$ cat config.mk
export PLATFORM = sky130hd
export DESIGN_NAME = dmem_port_arbiter
export DESIGN_NICKNAME = d
export VERILOG_FILES = /design/src/rtl/dmem_port_arbiter.sv
export SDC_FILE = /design/constraint.sdc
export NUM_CORES = 1
export LEC_CHECK = 0
export BUFFER_PORTS_ARGS = -buffer_cell sky130_fd_sc_hd__buf_2
export CAP_MARGIN = 10
export CORE_AREA = 2 2 121 123
export CTS_CLUSTER_SIZE = 16
export DETAILED_ROUTE_END_ITERATION = 8
export DIE_AREA = 0 0 123 125
export PLACE_DENSITY = 0.65
export SLEW_MARGIN = 20
export SYNTH_ARGS = -nofsm -noshare
export SYNTH_HDL_FRONTEND = slang
export SYNTH_SLANG_ARGS = --single-unit
$ cat constraint.sdc
create_clock -name clk -period 2.3 [get_ports clk]
set_clock_uncertainty 0.05 [all_clocks]
set_input_delay 0.115 -clock clk [delete_from_list [all_inputs] [get_ports clk]]
set_output_delay 0.115 -clock clk [all_outputs]
set_load 0.02 [all_outputs]
$ cat src/rtl/dmem_port_arbiter.sv
// Single-port data-memory arbiter: the pipeline M-stage has priority, and a
// starvation counter periodically forces a grant to the external load/debug port.
module dmem_port_arbiter #(
    parameter int AW         = 32,
    parameter int DW         = 32,
    parameter int STARVE_MAX = 3,
    parameter int CW         = 16
) (
    input  logic          clk,
    input  logic          rst,

    input  logic          cpu_req,
    input  logic          cpu_we,
    input  logic [AW-1:0] cpu_addr,
    input  logic [DW-1:0] cpu_wdata,
    output logic [DW-1:0] cpu_rdata,
    output logic          cpu_stall,

    input  logic          ext_valid,
    input  logic          ext_we,
    input  logic [AW-1:0] ext_addr,
    input  logic [DW-1:0] ext_wdata,
    output logic          ext_ready,
    output logic          ext_rvalid,
    output logic [DW-1:0] ext_rdata,

    output logic          mem_we,
    output logic [AW-1:0] mem_addr,
    output logic [DW-1:0] mem_wdata,
    input  logic [DW-1:0] mem_rdata,

    output logic [CW-1:0] conflict_cnt
);

    localparam logic [3:0]    STARVE_LIMIT = 4'(STARVE_MAX);
    localparam logic [CW-1:0] CONFLICT_SAT = {CW{1'b1}};

    logic [3:0] starve_cnt;
    logic       ext_rd_pend;
    logic       ext_grant;
    logic       contended;

    // NOTE: every signal driven here is assigned a default first, so no path
    // through the block can leave a value unassigned and infer a latch.
    always_comb begin
        ext_grant = 1'b0;
        contended = 1'b0;
        mem_addr  = cpu_addr;
        mem_wdata = cpu_wdata;
        mem_we    = 1'b0;

        contended = cpu_req & ext_valid;
        ext_grant = ext_valid & (~cpu_req | (starve_cnt == STARVE_LIMIT));

        if (ext_grant) begin
            mem_addr  = ext_addr;
            mem_wdata = ext_wdata;
            mem_we    = ext_we;
        end else begin
            mem_we    = cpu_req & cpu_we;
        end

        // Keep a write strobe from reaching the memory while reset is held.
        if (!rst) begin
            mem_we = 1'b0;
        end
    end

    assign ext_ready  = ext_grant;
    assign cpu_stall  = cpu_req & ext_grant;
    assign cpu_rdata  = mem_rdata;
    assign ext_rvalid = ext_rd_pend;

    // NOTE: state registers use non-blocking assignments so every flop samples
    // the pre-edge values regardless of process evaluation order.
    always_ff @(posedge clk or negedge rst) begin
        if (!rst) begin
            starve_cnt <= '0;
        end else if (ext_grant || !ext_valid) begin
            starve_cnt <= '0;
        end else if (starve_cnt < STARVE_LIMIT) begin
            starve_cnt <= starve_cnt + 4'd1;
        end
    end

    // Read response: capture combinational memory data during the grant cycle.
    always_ff @(posedge clk or negedge rst) begin
        if (!rst) begin
            ext_rd_pend <= 1'b0;
            ext_rdata   <= '0;
        end else begin
            ext_rd_pend <= ext_grant & ~ext_we;
            if (ext_grant && !ext_we) begin
                ext_rdata <= mem_rdata;
            end
        end
    end

    always_ff @(posedge clk or negedge rst) begin
        if (!rst) begin
            conflict_cnt <= '0;
        end else if (contended && (conflict_cnt != CONFLICT_SAT)) begin
            conflict_cnt <= conflict_cnt + CW'(1);
        end
    end

endmodule

Word level (Yosys, flattened, before mapping). Cells that the tools add are included.

Add/sub/neg operators: 2. $lt $le $gt $ge: 1. Equal/unequal tests: 2. Muxes and demuxes: 6. Bitwise operators: 8. Reductions and logical operators: 6.

Operators by type and width (number): $mux 32 (2); $add 16x1->16 const B (1); $ne 16x16->1 const B (1); $mux 4 (2); $and 1x1->1 (5); $add 4x1->4 const B (1); $eq 4x2->1 const B (1); $lt 4x2->1 const B (1); $logic_and 1x1->1 (2); $logic_not 1->1 (2); $mux 1 (2); $not 1->1 (2); $reduce_bool 2->1 (1); $logic_or 1x1->1 (1); $or 1x1->1 (1).

Flip-flop bits (word level): 53. Input bits: 166. Output and inout port bits: 148. Logic and storage cells: 29.

Logic depth before layout (Yosys ltp).
Depth after elaboration: 5. Gate-level depth with buffers: 8. Gate-level depth less buffers: 6.

Worst setup path before layout. Ideal clock, no wire load.

Path type: flip-flop to output port. Start: register starve_cnt[0]. End: output port mem_we. Data arrival time: 1.726 ns. Path slack: 0.409 ns. Cell stages (with the launch flop): 7. Path buffers: 1. Cell sequence: dfrtp_1 > ha_1 > nor3b_1 > o21ai_2 > buf_2 > nand3_1 > a21boi_0.

Word-level cells in the longest chain between the ends: 5.

Ends and longest elaborated chain: from (decl) (RTL line 38) `logic [3:0] starve_cnt;`; from (signal assigned) (RTL line 82) `starve_cnt <= starve_cnt + 4'd1;`; $eq 4x2->1 (RTL line 53) `ext_grant = ext_valid & (~cpu_req | (starve_cnt == STARVE_LIMIT));`; $or 1x1->1 (RTL line 53); $and 1x1->1 (RTL line 53); $mux 1 (RTL line 55) `if (ext_grant) begin`; $mux 1 (RTL line 64) `if (!rst) begin`; to (decl) (RTL line 27) `output logic mem_we,`.

No other way between the ends.

Final worst setup path.
Start: register starve_cnt[0]. End: output port mem_wdata[7].

Word-level cells in the longest chain between the ends: 4.

Ends and longest elaborated chain: $eq 4x2->1 (RTL line 53); $or 1x1->1 (RTL line 53); $and 1x1->1 (RTL line 53); $mux 32 (RTL line 55); to (decl) (RTL line 29) `output logic [DW-1:0] mem_wdata,`.

No other way between the ends.

==> summary.md <==
| Metric | Value |
|---|---|
| Max Clk Rate | `465 MHz` |
| Dpl ws | `0.257 ns` |
| Seq pwr share | `0.376` |
| Drt drc | `0` |
| Syn nets | `568` |
| Die height | `125 um` |
| Synth Instances | `400` |
| First-pass GRT wire length | `15.7 mm` |
| Final Hold Viols | `0` |
| Gate power share | `0.391` |
| Placed Area | `4830 um^2` |
| Tmin final | `2.15 ns` |
| Hold Path Class | `in -> reg` |
| Initial drt markers | `161` |
| Synthesized area per cell | `8.20 um^2` |
| Via count | `3,593` |
| I/O pin count | `314` |
| Clock Path Buffers | `2` |
| Ys async rst share | `1.00` |
| Effective utilization at floorplan | `0.231` |
| Gpl congestion | `0.823` |
| N_diodes | `0` |
| Post-Place Cells | `853` |
| R2R Setup Slk | `0.35 ns` |
| Slew margin rel. | `0.569` |
| Max FO, Critical Path | `29` |
| Synthesized area | `3280 um^2` |
| R2R Path Start | `starve_cnt[0]` |
| Seq/Total Area, Yosys | `0.404` |
| Slowest-stage cell, CP | `dfrtp_1` |
| Final HPWL DP | `8.87 mm` |
| Worst reg2reg path depth | `7` |
| Hold Path Cell Cnt | `2` |
| Detailed Routing Iterations Pass 1 | `4` |
| RSZ-0062 raised after global routing | `false` |
| Run status | `finished clean` |
| Vias per Instance | `4.14` |
| CTS Sinks | `53` |
| Initial antenna violation count | `0` |
| Cell Pwr Density | `644 nW/um^2` |
| Worst Hold Path EP | `ext_rdata[0]` |
| Final Cycle Share | `0.935` |
| Post-Route WL | `11.2 mm` |
| CTS tree | `built` |
| Final std cells w/o fill | `867` |
| Worst EP required | `2.13 ns` |
| EDFF count, synth | `0` |
| Power, Total | `3.28 mW` |
| CTS buffer count | `5` |
| CP cell instances | `ha_1, nor3b_2, o21ai_4, buf_12, buf_12, nand2_1, nand2_1, buf_2` |
| CP arrival | `1.98 ns` |
| Detail Route Antenna Nets | `0` |
| CTS root buffer | `clkbuf_16` |
| # nets final | `850` |
| Top-area cell type share of the netlist area | `0.404` |
| Post-synth top cells | `nand2_1, dfrtp_1, buf_4` |
| Worst Setup Slack, final | `0.151 ns` |
| Global route overflow | `0` |
| Sw Pwr | `1.22 mW` |
| WL per Instance | `12.9 um` |
| Synth warn | `0` |
| Filler instances | `1,510` |
| HP Start | `mem_rdata[0]` |
| Leak | `2.99 nW` |
| CP Class | `reg -> out` |
| Main synth FF type | `dfrtp_1` |
| Area of the die | `15,400 um^2` |
| Worst-margin pin slew | `0.646 ns` |
| # rows | `44` |
| Register bit count reported by yosys | `53` |
| Final setup viols | `0` |
| WP buf/inv | `3` |
| Max Cap Violations | `0` |
| Layout area overhead | `55.1%` |
| Setup TNS | `0 ns` |
| Largest cells by area after synthesis | `dfrtp_1, nand2_1, mux2_2` |
| Int Power | `2.06 mW` |
| Core box area | `14,200 um^2` |
| Worst Setup SP | `starve_cnt[0]` |
| Ratio of cells with drive above 1 in the final layout | `0.551` |
| Final max-slew violation count | `0` |
| Clk network pwr share | `0.233` |
| Cell family with most CP delay | `buffers and inverters` |
| Yosys cell types | `35` |
| Largest net degree at the start of global routing | `59` |
| Sw frac | `0.373` |
| Worst-Skew Late Latency | `0.28 ns` |
| Cell area after layout | `5090 um^2` |
| Port Buffers | `313` |
| Crit-path max cell delay | `0.40 ns` |
| Cell taking the most area after synthesis | `dfrtp_1` |
| Total track usage | `0.129` |
| Most numerous cell in the Yosys netlist | `nand2_1` |
| H-tree depth | `2` |
| Vias in the first global route | `3,031` |
| Peak VDD IR | `447 uV` |
| RR Endpoint | `ext_rdata[16]` |
| Die width | `123 um` |
| CTS clock-pin slew for the worst setup and hold paths | `0.07 ns` |
| Startpoint types | `flip-flop` |
| CP Capture Type | `output port` |
[per-layer routing]
metal / part of all wire / routed length [um] / up-vias / global-route usage
met5: 0 / 0 / - / 0
met2: 0.49 / 5440 / 157 / 0.218
met3: 0.077 / 863 / 4 / 0.0260
met1: 0.43 / 4860 / 1615 / 0.176
li1: - / - / 1817 / -
met4: 0.0020 / 22 / 0 / 0.0120
[cells by family (layout without fill, tap and decap cells)]
| group | count (synthesis) | after routing | share of synthesized area |
|---|---|---|---|
| and+or+nand+nor | 239 | 239 | 0.318 |
| muxes | 34 | 34 | 0.118 |
| DFF | 53 | 53 | 0.404 |
| buffers and inverters | 52 | 335 | 0.104 |
| AOI/OAI and AO/OA | 7 | 7 | 0.0137 |
| xor gates and xnor gates | 13 | 13 | 0.0347 |
| adders and majority gates | 2 | 2 | 0.00762 |
[worst reg2reg max path, delay by kind of cell (launching register included)]
kind                     cells  cell delay (ns)
buffers and inverters        2             0.36
AND/OR/NAND/NOR              2             0.35
AO/OA/AOI/OAI                1             0.12
adder cells (fa/ha/maj)      1             0.18
multiplexers                 1             0.39
flip-flops                   1             0.37
[sequential cells by signal, indices dropped and copies added (netlist names)]
register      count
conflict_cnt     16
ext_rdata        32
starve_cnt        4
ext_rvalid        1
[power groups by stage]
stage / Combinational (mW) / Clock, mW / Sequential (mW)
6_report: 1.28 / 0.765 / 1.23
3_3_place_gp: 1.25 / 0 / 1.24
3_5_place_dp: 1.27 / 0 / 1.24
4_1_cts: 1.28 / 0.799 / 1.23
2_1_floorplan: 0.560 / 0 / 1.44
5_1_grt: 1.39 / 0.856 / 1.25
[cell type report]
type	instances	area, um^2	share of cell area
Clock inverter	2	17.5	0.00344
Inverter	3	13.8	0.00270
Tap cell	184	230	0.0452
Multi-Input combinational cell	295	1630	0.320
Sequential cell	53	1330	0.261
Timing Repair Buffer	324	1740	0.341
Clock buffer	6	139	0.0273
[layout by cell type, fill, tap and decap left out, types with 4 or more instances in the layout]
| master | count |
|---|---|
| nand2_1 | 200 |
| nand3_1 | 6 |
| nand4_1 | 6 |
| xor2_1 | 5 |
| dfrtp_1 | 53 |
| xnor2_1 | 8 |
| nor2_1 | 4 |
| buf_4 | 4 |
| buf_12 | 4 |
| buf_2 | 313 |
| clkbuf_16 | 7 |
| mux2_2 | 32 |
| and3_1 | 4 |
[per-stage QoR]
step / util / hold WS, ns
after floorplan: - / -0.231
after global placement: 0.340 / 0.234
after detailed placement: 0.340 / 0.241
after CTS: 0.353 / 0.00815
after global routing: 0.358 / 0.00344
final: 0.358 / 0.0152
[worst max path at each step]
stage	to	slack [ns]	cells after the start
2_1_floorplan	mem_we	0.41	6
3_3_place_gp	mem_wdata[7]	0.30	8
3_5_place_dp	mem_wdata[7]	0.26	8
4_1_cts	mem_wdata[7]	0.08	8
5_1_grt	mem_wdata[7]	0.05	8
6_report	mem_wdata[7]	0.15	8
[what timing repair did]
item / 4_1_cts / 5_1_grt
hold buffers: 1 / 0
buffers inserted: 1 / 2
setup endpoints to repair: 29 / 7
resized for setup: 1 / 1
endpoints found under the hold margin: 53 / 0
gates cloned: 0 / 2
pin swaps: 1 / 1
Power figures use the tool's default switching activity.
